$ cat src/rtl/eab_pipe.sv
// eab_pipe: pipelined effective-address adder with an output FIFO.
//
// Each accepted request adds a base (pc or ra) to a sign-extended, optionally
// x2-scaled offset taken from ir. Stage 1 registers the operands. Stage 2 adds
// them and pushes the sum into a DEPTH-entry FIFO. The FIFO is drained through
// a valid/ready handshake.
//
// Optional feature macro: EAB_WRAP_FLAG_EN
//   When defined, each FIFO entry also stores a wrap bit and drives it on
//   out_wrap. The bit is set when the exact signed sum falls outside
//   0..2^WIDTH-1.
//
// Ports:
//   clk, rst_n         clock and asynchronous active-low reset
//   flush              synchronous drop of the stage register and FIFO contents
//   in_valid/in_ready  request handshake
//   pc, ra             base candidates; sel_eab1 picks ra when set
//   ir                 instruction bits [10:0] holding the offset fields
//   sel_eab2           offset select: zero, ir[5:0], ir[8:0] or ir[10:0]
//   sel_scale          shift the offset left by one before the add
//   out_valid/out_ready, out_addr, out_wrap   FIFO head handshake and data
module eab_pipe #(
    parameter int unsigned WIDTH = 16,
    parameter int unsigned DEPTH = 4
) (
    input  logic             clk,
    input  logic             rst_n,
    input  logic             flush,
    input  logic             in_valid,
    output logic             in_ready,
    input  logic [WIDTH-1:0] pc,
    input  logic [WIDTH-1:0] ra,
    input  logic [10:0]      ir,
    input  logic             sel_eab1,
    input  logic [1:0]       sel_eab2,
    input  logic             sel_scale,
    output logic             out_valid,
    input  logic             out_ready,
`ifdef EAB_WRAP_FLAG_EN
    output logic             out_wrap,
`endif
    output logic [WIDTH-1:0] out_addr
);

    localparam int unsigned PW = (DEPTH > 1) ? $clog2(DEPTH) : 1;
    localparam int unsigned CW = $clog2(DEPTH + 1);

    logic             s1_valid_q, s1_valid_d;
    logic [WIDTH-1:0] s1_base_q, s1_base_d;
    logic [WIDTH-1:0] s1_off_q, s1_off_d;

    logic [WIDTH-1:0] mem_q [DEPTH];
    logic [PW-1:0]    wr_ptr_q, wr_ptr_d;
    logic [PW-1:0]    rd_ptr_q, rd_ptr_d;
    logic [CW-1:0]    count_q, count_d;

    logic [WIDTH-1:0] off_sext, off_scaled;
    logic [WIDTH-1:0] sum;
    logic [CW:0]      occupancy;
    logic             accept, push, pop;

    // Stage 1 operand selection
    always_comb begin
        off_sext = '0;
        unique case (sel_eab2)
            2'b00: off_sext = '0;
            2'b01: off_sext = {{(WIDTH - 6){ir[5]}}, ir[5:0]};
            2'b10: off_sext = {{(WIDTH - 9){ir[8]}}, ir[8:0]};
            2'b11: off_sext = {{(WIDTH - 11){ir[10]}}, ir[10:0]};
        endcase
        off_scaled = sel_scale ? {off_sext[WIDTH-2:0], 1'b0} : off_sext;
    end

    // Handshakes. in_ready never looks at out_ready. Stage 1 is counted as
    // occupied, so a push from it always has a free slot.
    assign occupancy = {1'b0, count_q} + {{CW{1'b0}}, s1_valid_q};
    assign in_ready  = !flush && (occupancy < (CW + 1)'(DEPTH));
    assign accept    = in_valid && in_ready;
    assign push      = s1_valid_q && !flush;
    assign out_valid = (count_q != '0);
    assign pop       = out_valid && out_ready && !flush;
    assign out_addr  = mem_q[rd_ptr_q];

`ifdef EAB_WRAP_FLAG_EN
    logic             wrap_q [DEPTH];
    logic [WIDTH:0]   sum_ext;
    logic             wrap;

    // Unsigned carry disagreeing with the offset sign means the exact sum left range
    assign sum_ext  = {1'b0, s1_base_q} + {1'b0, s1_off_q};
    assign sum      = sum_ext[WIDTH-1:0];
    assign wrap     = sum_ext[WIDTH] ^ s1_off_q[WIDTH-1];
    assign out_wrap = wrap_q[rd_ptr_q];

    always_ff @(posedge clk or negedge rst_n) begin
        if (!rst_n) begin
            for (int i = 0; i < DEPTH; i++) wrap_q[i] <= 1'b0;
        end else if (push) begin
            wrap_q[wr_ptr_q] <= wrap;
        end
    end
`else
    assign sum = s1_base_q + s1_off_q;
`endif

    // Next-state logic
    always_comb begin
        s1_valid_d = accept;
        s1_base_d  = s1_base_q;
        s1_off_d   = s1_off_q;
        wr_ptr_d   = wr_ptr_q;
        rd_ptr_d   = rd_ptr_q;
        count_d    = count_q;
        if (accept) begin
            s1_base_d = sel_eab1 ? ra : pc;
            s1_off_d  = off_scaled;
        end
        if (flush) begin
            wr_ptr_d = '0;
            rd_ptr_d = '0;
            count_d  = '0;
        end else begin
            if (push) wr_ptr_d = (wr_ptr_q == PW'(DEPTH - 1)) ? '0 : wr_ptr_q + PW'(1);
            if (pop)  rd_ptr_d = (rd_ptr_q == PW'(DEPTH - 1)) ? '0 : rd_ptr_q + PW'(1);
            if (push && !pop) count_d = count_q + CW'(1);
            if (pop && !push) count_d = count_q - CW'(1);
        end
    end

    always_ff @(posedge clk or negedge rst_n) begin
        if (!rst_n) begin
            s1_valid_q <= 1'b0;
            s1_base_q  <= '0;
            s1_off_q   <= '0;
            wr_ptr_q   <= '0;
            rd_ptr_q   <= '0;
            count_q    <= '0;
        end else begin
            s1_valid_q <= s1_valid_d;
            s1_base_q  <= s1_base_d;
            s1_off_q   <= s1_off_d;
            wr_ptr_q   <= wr_ptr_d;
            rd_ptr_q   <= rd_ptr_d;
            count_q    <= count_d;
        end
    end

    // Storage is reset so out_addr reads zero straight out of reset
    always_ff @(posedge clk or negedge rst_n) begin
        if (!rst_n) begin
            for (int i = 0; i < DEPTH; i++) mem_q[i] <= '0;
        end else if (push) begin
            mem_q[wr_ptr_q] <= sum;
        end
    end

endmodule

$ cat config.mk
export PLATFORM = sky130hd
export DESIGN_NAME = eab_pipe
export DESIGN_NICKNAME = d
export VERILOG_FILES = /design/src/rtl/eab_pipe.sv
export SDC_FILE = /design/constraint.sdc
export NUM_CORES = 1
export LEC_CHECK = 0
export BUFFER_PORTS_ARGS = -buffer_cell sky130_fd_sc_hd__clkbuf_2
export CAP_MARGIN = 10
export CORE_ASPECT_RATIO = 1.2
export CORE_MARGIN = 2
export CORE_UTILIZATION = 58
export DETAILED_ROUTE_END_ITERATION = 10
export MAX_ROUTING_LAYER = met4
export PLACE_DENSITY_LB_ADDON = 0.05
export SETUP_SLACK_MARGIN = 0.3
export SLEW_MARGIN = 10
export SYNTH_ARGS = -nofsm -noshare
export SYNTH_HDL_FRONTEND = slang
export SYNTH_SLANG_ARGS = --single-unit
export TNS_END_PERCENT = 20
$ cat constraint.sdc
create_clock -name clk -period 2.72 [get_ports clk]
set_clock_uncertainty 0.2 [all_clocks]
set_input_delay 0.136 -clock clk [delete_from_list [all_inputs] [get_ports clk]]
set_output_delay 0.136 -clock clk [all_outputs]
set_load 0.005 [all_outputs]
==> flow_metrics.env, run 1 <==
export IMPL_status="finished clean"
export IMPL_power_per_cell_area_nw_per_um2=945.8
export IMPL_whs_endpoint="s1_off_q[6]"
export IMPL_final_fill_count=726
export IMPL_reg2regPathDepth=8
export IMPL_yosysSeqAreaShare_pct=47.30
export IMPL_global_route_overflow_total=0
export IMPL_root_buffer="clkbuf_8"
export IMPL_synth_simple_area_share_pct=10.86
export IMPL_p_leak_nw=3.019
export IMPL_clkSinkCount=100
export IMPL_r2r_end="count_q[2]"
export IMPL_vdd_ir_drop_max_mv=0.4804
export IMPL_critical_path_slowest_cell="dfrtp_1"
export IMPL_drt_first_pass_iters=6
export IMPL_unrepaired_setup_endpoints_after_global_routing="true"
export IMPL_drive_gt1_share_pct=22.42
export IMPL_netlist_area_um2=5290
export IMPL_timing_hold_ws_ps=42.60
export IMPL_cts_tree="built"
export IMPL_finished_cell_area_um2=6374
export IMPL_dieWidth_um=91.18
export IMPL_detailroute_via_count=4075
export IMPL_worst_path_required_time_ps=2770
export IMPL_critPathMostFrequentCell="or3_1"
export IMPL_numCtsBuffers=9
export IMPL_worstHoldStart="ir[6]"
export IMPL_antenna_violations_before_repair=0
export IMPL_ratio_of_final_minimum_period_to_clock_period_pct=88.49
export IMPL_ios=70
export IMPL_worst_hold_path_type="in -> reg"
export IMPL_worst_setup_path_type="reg -> reg"
export IMPL_crit_path_end_kind="register"
export IMPL_area_growth_synth_to_final_pct=20.48
export IMPL_grt_pass1_vias=4084
export IMPL_path_clk_slew_ps=90
export IMPL_timing_slew_headroom_pct=45.29
export IMPL_timing_critical_path_cells="or3_1 -> nand2_2 -> nor3_1 -> fa_1 -> or3_1 -> nand2_1 -> xnor2_1 -> nor2_1"
export IMPL_antenna_violating_nets_post_route=0
export IMPL_gp_congestion=0.9392
export IMPL_synth_ff_latch_count=100
export IMPL_ff2ff_setup_slack_ps=310
export IMPL_critPathLaunch="count_q[0]"
export IMPL_ctsLongestPathBuffers=2
export IMPL_synth_async_reset_ratio_pct=100.0
export IMPL_wire_length_of_the_first_global_routing_pass_mm=19.41
export IMPL_dp_hpwl_mm=7.790
export IMPL_kind_of_cell_with_the_highest_combined_delay_on_the_critical_path="simple AND/OR/NAND/NOR gates"
export IMPL_placed_instance_area_um2=5720
export IMPL_mostFrequentLayoutCell="dfrtp_1"
export IMPL_worstPathArrival_ps=2460
export IMPL_grtUsageMet2_pct=42.17
export IMPL_synthesis_instances=514
export IMPL_mux_contribution_to_synthesized_area_pct=14.81
export IMPL_rr_startpoint="count_q[0]"
export IMPL_wirelength_mm=11.30
export IMPL_grt_use_met1_pct=32.93
export IMPL_critical_path_max_fanout=5
export IMPL_synth_net_count=587
export IMPL_critPathLaunchType="register"
export IMPL_synth_adder_area_share_pct=5.251
export IMPL_highest_count_cells_in_the_layout_ignoring_fill_and_taps="100 x dfrtp_1, 95 x nand2_1, 70 x o21ai_0"
export IMPL_ys_dominant_reg_cell="dfrtp_1"
export IMPL_busiest_layer="met2"
export IMPL_placement_io_buffers=69
export IMPL_synth_avg_cell_area_um2=10.29
export IMPL_post_dr_wirelength_cell_um=15.27
export IMPL_yosys_area_share_xor_xnor_pct=3.146
export IMPL_synth_top_family_by_area="compound AO/OA/AOI/OAI gates"
export IMPL_finalSetupTns_ps=0
export IMPL_track_usage_pct=25.53
export IMPL_final_net_count=690
export IMPL_number_of_remaining_drc_errors=0
export IMPL_drt_first_iter_violations=159
export IMPL_worstHoldPathCells=4
export IMPL_hold_viol_final=0
export IMPL_worst_slew_pin_slew_ps=820.7
export IMPL_insertion_delay_ps=370
export IMPL_detail_route_vias_per_cell=5.507
export IMPL_ctsHtreeMaxLevel=3
export IMPL_largest_net_degree_at_the_start_of_global_routing=58
export IMPL_initial_utilization_pct=59.18
export IMPL_synthDistinctLibCells=42
export IMPL_fp_dieH_um=108.6
export IMPL_maxCapViolCount=0
export IMPL_max_stage_delay_ps=440
export IMPL_coreArea_um2=8939
export IMPL_synth_warning_count=0
export IMPL_grt_met3_usage_pct=3.870
export IMPL_dieArea_um2=9904
export IMPL_total_number_of_placement_rows=38
export IMPL_achievable_frequency_ghz=0.4155
export IMPL_antenna_cells=0
export IMPL_synth_enable_flop_cells=0
export IMPL_path_buf_inv=0
export IMPL_report_final_slew_viol_count=0
export IMPL_min_period_ps=2407
export IMPL_setup_viol_count_final=0
export IMPL_synth_compound_gate_area_share_pct=15.14
==> where the power goes <==
part,internal (W),switching [W]
logic,0.00131,0.00157
clock network,0.000323,0.000496
registers,0.00200,0.000335
==> final cells by class <==
class                   instances  area, um2  share of cell area (%)
inverters                      10      37.54                  0.5889
well taps                     120      150.1                   2.356
flip-flops and latches        100       2502                   39.26
clock buffers                  10      127.6                   2.002
multi-input cells             372       2644                   41.48
repair buffers                124      883.3                   13.86
clock inverters                 4      28.78                  0.4515
==> metal layers <==
metal,up-vias,wire (um)
li1,2026,-
met1,1959,5160
met2,78,5686
met3,12,348
met4,0,108
met5,-,0
==> metrics by stage <==
stage / std cells / power, W / util, % / setup WS (ps)
finish: 740 / 0.006028 / 71.30 / 313.1
global placement: 680 / 0.004966 / 64.00 / 300.6
CTS: 738 / 0.005937 / 70.73 / 241.2
detailed placement: 680 / 0.005053 / 64.00 / 236.8
floorplan: 514 / 0.004264 / - / 374.4
global route: 740 / 0.006546 / 71.30 / 191.7
==> synth_stat cells, drive strengths merged (5+ instances only) <==
library cell  count  area [um2]
a21o              5       37.54
a21oi            19       98.85
buf              19       98.84
clkbuf           13       48.80
dfrtp           100        2502
ha               19       237.7
inv              10       37.54
mux2             10       112.6
mux2i            31       310.3
mux4             16       360.4
nand2            96       360.4
nor2             23       86.33
nor3             11       55.05
o21ai            79       410.4
o31ai             6       45.04
xnor2            10       87.58
xor2              9       78.83
==> worst max-delay path by stage <==
stage	to	cells past startpoint	slack, ps
2_1_floorplan	count_q[2]	8	370
3_3_place_gp	mem_q[46]	8	300
3_5_place_dp	mem_q[30]	8	240
4_1_cts	mem_q[42]	8	240
5_1_grt	mem_q[28]	7	190
6_report	count_q[2]	8	310
==> state kept, by name, summed over array words and instances, names as in the netlist <==
register	count
s1_base_q	16
s1_valid_q	1
wr_ptr_q	2
rd_ptr_q	2
count_q	3
mem_q	64
s1_off_q	12
==> worst register-to-register path: cells and delay by family (launching register included) <==
| kind | cells | cell delay [ps] |
|---|---|---|
| xor gates and xnor gates | 1 | 110 |
| DFF | 1 | 440 |
| and+or+nand+nor | 6 | 1160 |
| adders and majority gates | 1 | 390 |
==> timing repair <==
action,in CTS,in global routing
hold buffers,44,0
endpoints found under the hold margin,76,0
buffers inserted,0,2
resized for setup,1,13
pin swaps,0,5
endpoints found under the setup margin,11,40
==> kinds of logic (layout without fill, tap and decap cells) <==
| group | Yosys count | after routing |
|---|---|---|
| and+or+nand+nor | 142 | 142 |
| AOI/OAI and AO/OA | 133 | 133 |
| DFF | 100 | 100 |
| muxes | 57 | 57 |
| buffers and inverters | 42 | 148 |
| adders and majority gates | 21 | 21 |
| xor gates and xnor gates | 19 | 19 |
Note: power is estimated with default switching activity, not from simulation.
==> run 2, diff against run 1 <==
--- a/config.mk
+++ b/config.mk
@@ -12,2 +12,3 @@
 export CORE_UTILIZATION = 58
+export CTS_CLUSTER_DIAMETER = 50
 export DETAILED_ROUTE_END_ITERATION = 10
@@ -16,3 +17,2 @@
 export SETUP_SLACK_MARGIN = 0.3
-export SLEW_MARGIN = 10
 export SYNTH_ARGS = -nofsm -noshare
==> constraint.sdc (replaced) <==
create_clock -name clk -period 2.72 [get_ports clk]
set_clock_uncertainty 0.2 [all_clocks]
set_input_delay 0.544 -clock clk [delete_from_list [all_inputs] [get_ports clk]]
set_output_delay 0.544 -clock clk [all_outputs]
set_load 0.005 [all_outputs]
==> flow_metrics.env, run 2 (same netlist as run 1, synthesis figures left out) <==
export IMPL_insertion_delay_ps=360
export IMPL_area_growth_synth_to_final_pct=14.52
export IMPL_drt_first_iter_violations=163
export IMPL_ctsHtreeMaxLevel=3
export IMPL_coreArea_um2=8939
export IMPL_crit_path_end_kind="output port"
export IMPL_placement_io_buffers=69
export IMPL_unrepaired_setup_endpoints_after_global_routing="true"
export IMPL_mostFrequentLayoutCell="dfrtp_1"
export IMPL_numCtsBuffers=9
export IMPL_ratio_of_final_minimum_period_to_clock_period_pct=88.18
export IMPL_gp_congestion=0.8549
export IMPL_antenna_violating_nets_post_route=0
export IMPL_antenna_cells=0
export IMPL_cts_post_setup_buffers_inserted=0
export IMPL_global_route_overflow_total=0
export IMPL_root_buffer="clkbuf_8"
export IMPL_place_detailed_instances=682
export IMPL_worstHoldStart="ir[0]"
export IMPL_worst_setup_path_type="reg -> out"
export IMPL_dp_hpwl_mm=7.579
export IMPL_r2r_end="mem_q[44]"
export IMPL_ctsLongestPathBuffers=2
export IMPL_number_of_remaining_drc_errors=0
export IMPL_setup_viol_count_final=0
export IMPL_drive_gt1_share_pct=26.08
export IMPL_critPathLaunchType="register"
export IMPL_dieArea_um2=9904
export IMPL_drt_first_pass_iters=4
export IMPL_finalSetupTns_ps=0
export IMPL_worst_path_required_time_ps=1980
export IMPL_min_period_ps=2398
export IMPL_fp_dieH_um=108.6
export IMPL_worstPathArrival_ps=1650
export IMPL_final_net_count=647
export IMPL_ios=70
export IMPL_antenna_violations_before_repair=0
export IMPL_total_number_of_placement_rows=38
export IMPL_grt_pass1_vias=3788
export IMPL_wirelength_mm=10.50
export IMPL_track_usage_pct=23.35
export IMPL_ff2ff_setup_slack_ps=330
export IMPL_wire_length_of_the_first_global_routing_pass_mm=17.93
export IMPL_final_fill_count=744
export IMPL_p_leak_nw=2.885
export IMPL_vdd_ir_drop_max_mv=0.5794
export IMPL_rr_startpoint="s1_off_q[4]"
export IMPL_initial_utilization_pct=59.18
export IMPL_timing_slew_headroom_pct=63.07
export IMPL_worstHoldPathCells=3
export IMPL_regMostFlops="mem_q"
export IMPL_largest_net_degree_at_the_start_of_global_routing=58
export IMPL_cts_tree="built"
export IMPL_leading_registers_by_flop_count="mem_q x64, s1_base_q x16, s1_off_q x12"
export IMPL_largest_register_ff_count=64
export IMPL_critical_path_max_fanout=16
export IMPL_worst_hold_path_type="in -> reg"
export IMPL_detailroute_via_count=3882
export IMPL_achievable_frequency_ghz=0.4169
export IMPL_maxCapViolCount=0
export IMPL_highest_count_cells_in_the_layout_ignoring_fill_and_taps="98 x dfrtp_1, 95 x nand2_1, 68 x o21ai_0, 68 x clkbuf_2, 31 x mux2i_1"
export IMPL_power_per_cell_area_nw_per_um2=1023
export IMPL_report_final_slew_viol_count=0
export IMPL_worst_slew_pin_slew_ps=552.1
export IMPL_path_clk_slew_ps=90
export IMPL_reg2regPathDepth=7
export IMPL_whs_endpoint="s1_off_q[0]"
export IMPL_hold_viol_final=0
export IMPL_status="finished clean"
export IMPL_post_dr_wirelength_cell_um=15.02
export IMPL_final_instance_count_excl_fill=699
export IMPL_clkSinkCount=100
export IMPL_detail_route_vias_per_cell=5.554
export IMPL_dieWidth_um=91.18
-- run 2: what timing repair did --
| action | 4_1_cts | 5_1_grt |
|---|---|---|
| resized for setup | 2 | 23 |
| endpoints found under the setup margin | 28 | 53 |
| hold buffers | 1 | 0 |
| hold endpoints to repair | 18 | 0 |
| pin swaps | 0 | 5 |
-- run 2: per-stage QoR --
step	power, W	util (%)	hold WS (ps)	setup slack [ps]	cell area [um2]
floorplan	0.004264	-	48.41	374.4	5290
global placement	0.004947	64.45	237.5	329.8	5761
detailed placement	0.005068	64.45	241.4	202.9	5761
CTS	0.006087	66.97	211.3	253.9	5986
global route	0.006714	67.78	263.5	255.0	6058
finish	0.006195	67.78	234.3	321.6	6058
-- run 2: cell type report --
class                           count  area [um2]  area share (%)
Clock buffer                       11       151.4           2.499
Sequential cell                   100        2505           41.35
Tap cell                          120       150.1           2.478
Timing Repair Buffer               81       478.0           7.889
Multi-Input combinational cell    372        2679           44.22
Inverter                           10       37.54          0.6196
Clock inverter                      5       57.56          0.9500
-- run 2: critical path, stage by stage, from the launching register on --
cell and delay, ps:
dfrtp_2 430, buf_12 200, mux4_2 530, clkbuf_2 130
-- run 2: metal layers --
metal | wire [um] | global-route usage, % | part of all wire, % | vias to the layer above
li1 | - | - | - | 1946
met5 | 0 | - | 0 | -
met3 | 436 | 4.147 | 4.2 | 8
met1 | 4924 | 31.60 | 47 | 1821
met2 | 4984 | 36.56 | 47 | 107
met4 | 150 | 7.359 | 1.4 | 0
-- run 2: power by group --
group	internal (W)	switching, W
Combinational	0.00129	0.00159
Clock	0.000480	0.000516
Sequential	0.00200	0.000326
-- run 2: worst max-delay path by stage --
stage | from | end | slack (ps) | cells after the start
final | rd_ptr_q[0] | out_addr[7] | 320 | 3
after global routing | rd_ptr_q[0] | out_addr[15] | 260 | 3
after CTS | count_q[0] | count_q[2] | 250 | 8
after detailed placement | s1_base_q[0] | mem_q[46] | 200 | 8
after global placement | s1_base_q[0] | mem_q[46] | 330 | 8
after floorplan | count_q[0] | count_q[2] | 370 | 8
==> run 3, diff against run 2 <==
RECOVER_POWER = 50   (was not set)
clock period = 2.75 ns   (was 2.72 ns; I/O delays follow)
==> flow_metrics.env, run 3 (same netlist as run 1, synthesis figures left out) <==
export IMPL_status="finished clean"
export IMPL_max_stage_delay_ps=430
export IMPL_leading_registers_by_flop_count="mem_q x64, s1_base_q x16, s1_off_q x12"
export IMPL_ctsHtreeMaxLevel=3
export IMPL_grt_pass1_vias=3818
export IMPL_kind_of_cell_with_the_highest_combined_delay_on_the_critical_path="simple AND/OR/NAND/NOR gates"
export IMPL_p_leak_nw=2.898
export IMPL_power_total_w=0.006037
export IMPL_antenna_violating_nets_post_route=0
export IMPL_ff2ff_setup_slack_ps=310
export IMPL_regMostFlops="mem_q"
export IMPL_insertion_delay_ps=350
export IMPL_total_number_of_placement_rows=38
export IMPL_coreArea_um2=8939
export IMPL_cts_tree="built"
export IMPL_critPathLaunch="count_q[0]"
export IMPL_crit_path_end_kind="register"
export IMPL_worst_path_required_time_ps=2790
export IMPL_antenna_violations_before_repair=0
export IMPL_post_dr_wirelength_cell_um=14.68
export IMPL_largest_net_degree_at_the_start_of_global_routing=58
export IMPL_initial_utilization_pct=59.18
export IMPL_min_period_ps=2443
export IMPL_number_of_remaining_drc_errors=0
export IMPL_worstPathArrival_ps=2490
export IMPL_r2r_end="count_q[2]"
export IMPL_final_core_util_pct=67.60
export IMPL_path_depth=8
export IMPL_dieArea_um2=9904
export IMPL_dp_hpwl_mm=7.629
export IMPL_achievable_frequency_ghz=0.4093
export IMPL_dieWidth_um=91.18
export IMPL_global_route_overflow_total=0
export IMPL_place_detailed_instances=681
export IMPL_final_instance_count_excl_fill=702
export IMPL_gp_congestion=0.8412
export IMPL_worst_hold_path_type="in -> reg"
export IMPL_critPathLaunchType="register"
export IMPL_ctsLongestPathBuffers=2
export IMPL_root_buffer="clkbuf_8"
export IMPL_worst_setup_path_type="reg -> reg"
export IMPL_track_usage_pct=22.97
export IMPL_rr_startpoint="count_q[0]"
export IMPL_timing_slew_headroom_pct=25.66
export IMPL_report_final_slew_viol_count=0
export IMPL_reg2regPathDepth=8
export IMPL_worst_slew_pin_slew_ps=1115
export IMPL_placement_io_buffers=69
export IMPL_power_per_cell_area_nw_per_um2=999.2
export IMPL_maxCapViolCount=0
export IMPL_numCtsBuffers=9
export IMPL_fp_dieH_um=108.6
export IMPL_mostFrequentLayoutCell="dfrtp_1"
export IMPL_antenna_cells=0
export IMPL_critical_path_max_fanout=5
export IMPL_ios=70
export IMPL_critical_path_slowest_cell="dfrtp_2"
export IMPL_final_net_count=650
export IMPL_drive_gt1_share_pct=24.91
export IMPL_drt_first_iter_violations=162
export IMPL_timing_critical_path_cells="or3_1 -> nand2_1 -> nor3_1 -> fa_1 -> or3_1 -> nand2_1 -> xnor2_1 -> nor2_1"
export IMPL_wirelength_mm=10.31
export IMPL_finalSetupTns_ps=0
export IMPL_critical_path_endpoint="count_q[2]"
export IMPL_setup_viol_count_final=0
export IMPL_path_clk_slew_ps=90
export IMPL_detailroute_via_count=3951
export IMPL_clkSinkCount=100
export IMPL_largest_register_ff_count=64
export IMPL_wire_length_of_the_first_global_routing_pass_mm=17.78
export IMPL_vdd_ir_drop_max_mv=0.4882
export IMPL_ratio_of_final_minimum_period_to_clock_period_pct=88.84
export IMPL_highest_count_cells_in_the_layout_ignoring_fill_and_taps="99 x dfrtp_1, 96 x nand2_1, 72 x o21ai_0"
export IMPL_detail_route_vias_per_cell=5.628
export IMPL_hold_viol_final=0
export IMPL_drt_first_pass_iters=5
export IMPL_path_buf_inv=0
export IMPL_area_growth_synth_to_final_pct=14.21
export IMPL_unrepaired_setup_endpoints_after_global_routing="true"
run 3: how the worst min path moves through the flow:
| stage | cells after the start | slack, ps | to | from |
|---|---|---|---|---|
| 6_report | 3 | 250 | s1_off_q[0] | ir[0] |
| 5_1_grt | 3 | 270 | s1_off_q[0] | ir[0] |
| 2_1_floorplan | 0 | 50 | count_q[0] | rst_n |
| 3_3_place_gp | 1 | 240 | mem_q[36] | rst_n |
| 4_1_cts | 3 | 230 | s1_off_q[0] | ir[0] |
| 3_5_place_dp | 1 | 250 | mem_q[36] | rst_n |
run 3: tightest hold or removal path: stages:
cell and delay [ps]:
clkbuf_2 90, inv_1 50, o41ai_1 70
run 3: layout make-up:
| class | instances | area, um2 |
|---|---|---|
| Clock buffer | 10 | 137.6 |
| Clock inverter | 6 | 62.56 |
| Fill cell | 752 | 2897 |
| Inverter | 10 | 37.54 |
| Multi-Input combinational cell | 372 | 2656 |
| Sequential cell | 100 | 2504 |
| Tap cell | 120 | 150.1 |
| Timing Repair Buffer | 84 | 494.2 |
run 3: layer usage:
layer	part of all wire (%)	up-vias	global-route usage [%]
li1	-	1957	-
met1	46	1867	30.40
met2	47	112	36.03
met3	4.6	15	4.216
met4	1.9	0	8.442
met5	0	-	-
run 3: where the power goes:
group | switching [W] | internal, W
logic | 0.00156 | 0.00125
registers | 0.000311 | 0.00198
clock network | 0.000493 | 0.000446
total | 0.00236 | 0.00368
run 3: per-stage QoR:
step / hold WS [ps] / instance area [um2] / setup slack (ps)
finish: 246.0 / 6042 / 307.0
global route: 271.2 / 6042 / 165.7
CTS: 226.6 / 5966 / 272.4
detailed placement: 245.1 / 5753 / 281.5
global placement: 243.6 / 5753 / 360.1
floorplan: 54.41 / 5290 / 404.4
run 3: timing repair:
action | 4_1_cts | 5_1_grt
resized for setup | 1 | 15
hold endpoints to repair | 18 | 0
hold buffers | 1 | 0
pin swaps | 0 | 3
setup buffers | 0 | 4
setup endpoints to repair | 5 | 52
